### src/rtl/downsample_engine.sv
// rtl/downsample_engine.sv - F x F tile decimate / box-average engine on a shared DRAM port
// Walks the source image tile by tile and writes one reduced pixel per tile.
module downsample_engine #(
  parameter int DATA_W      = 8,
  parameter int ADDR_W      = 17,
  parameter int IMG_W       = 256,
  parameter int IMG_H       = 256,
  parameter int FACTOR_LOG2 = 1,
  parameter int SRC_BASE    = 0,
  parameter int DST_BASE    = 65536
) (
  input  logic              clk,
  input  logic              rst,
  input  logic              start,
  input  logic              mode,
  input  logic              abort,
  output logic              busy,
  output logic              done,
  output logic [ADDR_W-1:0] mem_addr,
  output logic              mem_we,
  output logic [DATA_W-1:0] mem_wdata,
  input  logic [DATA_W-1:0] mem_rdata
);
  localparam int F     = 1 << FACTOR_LOG2;
  localparam int OW    = IMG_W / F;
  localparam int OH    = IMG_H / F;
  localparam int ACC_W = DATA_W + 2 * FACTOR_LOG2;

  localparam logic [1:0]        D_LAST  = 2'(F - 1);
  localparam logic [ADDR_W-1:0] OX_LAST = ADDR_W'(OW - 1);
  localparam logic [ADDR_W-1:0] OY_LAST = ADDR_W'(OH - 1);
  localparam logic [ADDR_W-1:0] SRC_A   = ADDR_W'(SRC_BASE);
  localparam logic [ADDR_W-1:0] DST_A   = ADDR_W'(DST_BASE);
  localparam logic [ADDR_W-1:0] IMG_W_A = ADDR_W'(IMG_W);
  localparam logic [ADDR_W-1:0] OW_A    = ADDR_W'(OW);
  localparam logic [ADDR_W-1:0] ONE_A   = ADDR_W'(1);

  typedef enum logic [2:0] {S_IDLE, S_ISSUE, S_CAPTURE, S_WRITE, S_DONE} state_t;

  state_t             state_q, state_d;
  logic               mode_q, mode_d;
  logic [ADDR_W-1:0]  ox_q, ox_d, oy_q, oy_d;
  logic [1:0]         dx_q, dx_d, dy_q, dy_d;
  logic [ACC_W-1:0]   acc_q, acc_d;
  logic [ADDR_W-1:0]  addr_q, addr_d;
  logic               we_q, we_d;
  logic [DATA_W-1:0]  wdata_q, wdata_d;
  logic               busy_q, busy_d;
  logic               done_q, done_d;
  logic               tile_last;
  logic [ADDR_W-1:0]  src_addr, dst_addr;

  always_comb begin
    state_d   = state_q;
    mode_d    = mode_q;
    ox_d      = ox_q;
    oy_d      = oy_q;
    dx_d      = dx_q;
    dy_d      = dy_q;
    acc_d     = acc_q;
    tile_last = !mode_q || (dx_q == D_LAST && dy_q == D_LAST);

    case (state_q)
      S_IDLE: begin
        if (start) begin
          state_d = S_ISSUE;
          mode_d  = mode;
          ox_d    = '0;
          oy_d    = '0;
          dx_d    = '0;
          dy_d    = '0;
          acc_d   = '0;
        end
      end
      S_ISSUE: state_d = S_CAPTURE;
      S_CAPTURE: begin
        acc_d = (dx_q == 2'd0 && dy_q == 2'd0) ? ACC_W'(mem_rdata)
                                                 : acc_q + ACC_W'(mem_rdata);
        if (tile_last) begin
          state_d = S_WRITE;
        end else begin
          state_d = S_ISSUE;
          if (dx_q == D_LAST) begin
            dx_d = 2'd0;
            dy_d = dy_q + 2'd1;
          end else begin
            dx_d = dx_q + 2'd1;
          end
        end
      end
      S_WRITE: begin
        dx_d = 2'd0;
        dy_d = 2'd0;
        if (ox_q == OX_LAST) begin
          ox_d = '0;
          oy_d = oy_q + ONE_A;
        end else begin
          ox_d = ox_q + ONE_A;
        end
        state_d = (ox_q == OX_LAST && oy_q == OY_LAST) ? S_DONE : S_ISSUE;
      end
      S_DONE:  state_d = S_IDLE;
      default: state_d = S_IDLE;
    endcase

    if (abort && state_q != S_IDLE) state_d = S_IDLE;
  end

  // Outputs are registered, so they are derived from the next state and next counters.
  always_comb begin
    busy_d   = (state_d != S_IDLE);
    done_d   = (state_d == S_DONE);
    we_d     = (state_d == S_WRITE);
    addr_d   = addr_q;
    wdata_d  = wdata_q;
    src_addr = SRC_A + (((oy_d << FACTOR_LOG2) + ADDR_W'(dy_d)) * IMG_W_A)
             + (ox_d << FACTOR_LOG2) + ADDR_W'(dx_d);
    dst_addr = DST_A + oy_d * OW_A + ox_d;
    case (state_d)
      S_IDLE:  addr_d = '0;
      S_ISSUE: addr_d = src_addr;
      S_WRITE: begin
        addr_d  = dst_addr;
        wdata_d = mode_q ? DATA_W'(acc_d >> (2 * FACTOR_LOG2)) : DATA_W'(acc_d);
      end
      default: addr_d = addr_q;
    endcase
  end

  always_ff @(posedge clk or posedge rst) begin
    if (rst) begin
      state_q <= S_IDLE;
      mode_q  <= 1'b0;
      ox_q    <= '0;
      oy_q    <= '0;
      dx_q    <= '0;
      dy_q    <= '0;
      acc_q   <= '0;
      addr_q  <= '0;
      we_q    <= 1'b0;
      wdata_q <= '0;
      busy_q  <= 1'b0;
      done_q  <= 1'b0;
    end else begin
      state_q <= state_d;
      mode_q  <= mode_d;
      ox_q    <= ox_d;
      oy_q    <= oy_d;
      dx_q    <= dx_d;
      dy_q    <= dy_d;
      acc_q   <= acc_d;
      addr_q  <= addr_d;
      we_q    <= we_d;
      wdata_q <= wdata_d;
      busy_q  <= busy_d;
      done_q  <= done_d;
    end
  end

  assign busy      = busy_q;
  assign done      = done_q;
  assign mem_addr  = addr_q;
  assign mem_we    = we_q;
  assign mem_wdata = wdata_q;
endmodule

### config.mk
export PLATFORM = sky130hd
export DESIGN_NAME = downsample_engine
export DESIGN_NICKNAME = d
export VERILOG_FILES = /design/src/rtl/downsample_engine.sv
export SDC_FILE = /design/constraint.sdc
export NUM_CORES = 1
export LEC_CHECK = 0
export ABC_AREA = 1
export CAP_MARGIN = 40
export CORE_ASPECT_RATIO = 1.5
export CORE_MARGIN = 2
export CORE_UTILIZATION = 45
export CTS_BUF_LIST = sky130_fd_sc_hd__clkbuf_2 sky130_fd_sc_hd__clkbuf_4 sky130_fd_sc_hd__clkbuf_8
export DETAILED_ROUTE_END_ITERATION = 16
export PLACE_DENSITY = 0.68
export SYNTH_ARGS = -nofsm -noshare
export SYNTH_HDL_FRONTEND = slang
export SYNTH_SLANG_ARGS = --single-unit
### constraint.sdc
create_clock -name clk -period 7.55 [get_ports clk]
set_clock_uncertainty 0.1 [all_clocks]
set_input_delay 1.51 -clock clk [delete_from_list [all_inputs] [get_ports clk]]
set_output_delay 1.51 -clock clk [all_outputs]
set_load 0.01 [all_outputs]
==> flow_summary.json <==
{
  "period_needed_ps": 4960,
  "clockPowerShare_pct": 23.4,
  "dr_total_vias": 5514,
  "vdd_ir_drop_max_v": 0.000130,
  "drive_gt1_share_pct": 8.39,
  "antenna_left": 0,
  "ios": 41,
  "hold_end": "oy_q[16]",
  "swShare_pct": 41.3,
  "p_per_area_nw_per_um2": 235,
  "crit_required_ps": 7700,
  "start_util_pct": 45.7,
  "first_global_vias": 5397,
  "synth_cells": 809,
  "synth_area_per_cell_um2": 7.25,
  "reg2reg_to": "mem_addr[16]",
  "synth_seq_area_share_pct": 34.2,
  "fp.coreArea_um2": 12800,
  "die_x_um": 97.2,
  "dr.pass1.iters": 5,
  "area_growth_pct": 13.9,
  "hold_start": "oy_q[16]",
  "min_path_cells": 1,
  "clkLatencyLatePin_ps": 360,
  "synth.ff_latch_count": 80,
  "slowest_delay_ps": 430,
  "finalCritPeriodShare_pct": 65.7,
  "nets": 909,
  "p_seq_share_pct": 34.9,
  "dp_hpwl_um": 12200,
  "cpLargestDelayFamily": "simple AND/OR/NAND/NOR gates",
  "relSlewSlack_pct": 63.7,
  "overflow": 0,
  "cts.clk_slew.worst_paths_ps": 80,
  "grt_util_all_layers_pct": 22.8,
  "synth-edff-count": 0,
  "portBuffers": 40,
  "rr_startpoint": "state_q[2]",
  "grt_pass1_wl_um": 25500,
  "setup_tns_ps": 0,
  "synth_cell_types": 48,
  "p_switching_uw": 647,
  "cts_buffers": 9,
  "p_leak_uw": 0.00325,
  "die_h_um": 144,
  "rsz0062_at_grt": "no",
  "diodes": 0,
  "clockRootBuffer": "clkbuf_8",
  "drt_iter0_drc": 312,
  "p_total_uw": 1570,
  "antenna_found_initial": 0,
  "path_cells": "clkdlybuf4s50_1 -> nand3_2 -> inv_2 -> nor2_1 -> inv_1 -> o22ai_1 -> ha_1 -> ha_1 -> nand3_1 -> nor3_1 -> xor2_1 -> ha_1 -> inv_1 -> nor3_1 -> nand2_1 -> nand3b_1 -> nand2_1 -> nand3_1 -> nand3_1 -> nand3_1",
  "worst_path_max_delay_cell": "clkdlybuf4s50_1",
  "gp_routability_congestion": 0.932,
  "power_frac_comb_pct": 41.7,
  "fmax_ghz": 0.202,
  "nFillCells": 1260,
  "grt_max_degree": 67,
  "drc": 0,
  "worstRegToRegCells": 21,
  "cap_violations": 0,
  "synthesis.nets": 865,
  "holdWs_ps": 386,
  "async_flop_share_pct": 100,
  "worst_path_most_repeated_cell": "nand3_1",
  "cts_resized": 0,
  "die-area_um2": 14000,
  "cts.sinks": 80,
  "cp.arrival_ps": 5110,
  "rrSetupSlack_ps": 3320,
  "cts.path.max_buffers": 2,
  "setup_viol": 0,
  "avgRoutedWirePerCell_um": 15.1,
  "path_buf_inv": 4,
  "hp-class": "register to register",
  "synthFlopType": "dfrtp_1",
  "worst_pin_slew_ps": 544,
  "final_hold_viol_count": 0,
  "num_rows": 51,
  "criticalPathCategory": "input port to register",
  "cts_max_level": 3,
  "viasPerCell": 5.42,
  "wirelength_um": 15400,
  "worstSetupStartpointType": "input port",
  "post_cts_buffers": 0,
  "endpoint_kind": "register",
  "worstPathMaxFanout": 11,
  "synth_area_um2": 5860,
  "p_int_uw": 918,
  "slew_viol_final": 0,
  "hold_buffers": 0,
  "status": "finished, final reports clean",
  "cts_tree": "done",
  "yosys_warnings": 0
}
[through the flow]
step	instances	setup slack (ps)	instance area, um2	utilization (%)
final	1017	2590	6670	52.0
after floorplan	809	3330	5860	-
after detailed placement	1001	2200	6450	50.3
after global routing	1017	2170	6670	52.0
after global placement	998	2280	6400	49.9
after CTS	1017	2570	6670	52.0
[registers in the layout, indices dropped and copies added, names as in the netlist]
signal     count
mode_q         1
ox_q          17
state_q        3
mem_addr      17
oy_q          17
busy           1
mem_we         1
acc_q         10
done           1
dx_q           2
mem_wdata      8
dy_q           2
[area by class of cell]
| cell class | instances | area [um2] | share of cell area, % |
|---|---|---|---|
| multi-input cells | 608 | 3370 | 50.5 |
| flip-flops and latches | 80 | 2000 | 30.0 |
| repair buffers | 44 | 458 | 6.86 |
| inverters | 110 | 414 | 6.21 |
| well taps | 159 | 199 | 2.98 |
| clock buffers | 10 | 138 | 2.06 |
| clock inverters | 6 | 90.1 | 1.35 |
[synth_stat cells (6+ instances only)]
| cell | count | share of area (%) |
|---|---|---|
| nand2_1 | 204 | 13 |
| inv_1 | 94 | 6.0 |
| dfrtp_1 | 80 | 34 |
| nand3_1 | 70 | 6.0 |
| nor2_1 | 64 | 4.1 |
| o21ai_0 | 53 | 4.5 |
| a21oi_1 | 44 | 3.8 |
| ha_1 | 41 | 8.8 |
| nand4_1 | 17 | 1.8 |
| nor3_1 | 16 | 1.4 |
| inv_2 | 13 | 0.83 |
| xor2_1 | 13 | 1.9 |
| nor2_2 | 9 | 0.96 |
| o211ai_1 | 8 | 1.0 |
| nand3_2 | 7 | 1.2 |
| nand2_2 | 6 | 0.64 |
[cells in the final DEF (no fill, tap or decap), types with 9 or more instances in the layout]
master / instances
nand2_1: 204
nand3_1: 70
clkdlybuf4s50_1: 40
dfrtp_1: 80
nor3_1: 16
nor2_1: 64
inv_2: 13
nand4_1: 17
xor2_1: 13
ha_1: 41
a21oi_1: 44
o21ai_0: 53
inv_1: 93
nor2_2: 9
clkbuf_8: 10
[worst register-to-register path: cells and delay by family, from the launching register on]
kind                       cells  cell delay, ps
and+or+nand+nor               13            2010
xor gates and xnor gates       1             130
adders and majority gates      3             860
buffers and inverters          3             300
AOI/OAI and AO/OA              1             340
DFF                            1             400
[metal layers]
metal / global-route usage [%] / up-vias / routed length, um
met5: 0 / - / 0
met4: 12.2 / 0 / 619
met3: 3.36 / 45 / 493
met2: 43.2 / 110 / 8160
met1: 24.2 / 2582 / 6090
li1: - / 2777 / -
[how the worst max path moves through the flow]
stage	from	endpoint	slack (ps)	cells past startpoint
after floorplan	start	mem_addr[16]	3330	18
after global placement	start	mem_addr[16]	2280	20
after detailed placement	start	mem_addr[16]	2200	20
after CTS	start	mem_addr[16]	2570	20
after global routing	start	mem_addr[16]	2170	20
final	start	mem_addr[16]	2590	20
[logic make-up (layout without fill, tap and decap cells)]
group                      count (synthesis)  after routing  share of synthesized area [%]
xor gates and xnor gates                  17             17                           2.54
AOI/OAI and AO/OA                        131            131                           12.9
and+or+nand+nor                          417            417                           32.7
adders and majority gates                 43             43                           9.43
buffers and inverters                    121            170                           8.30
DFF                                       80             80                           34.2
[power by group through the flow]
| stage | Clock [uW] | Combinational (uW) | Sequential [uW] |
|---|---|---|---|
| final | 366 | 653 | 546 |
| after global routing | 386 | 741 | 555 |
| after CTS | 372 | 665 | 546 |
| after detailed placement | 0 | 662 | 554 |
| after global placement | 0 | 641 | 553 |
| after floorplan | 0 | 440 | 555 |
Power figures use the tool's default switching activity.
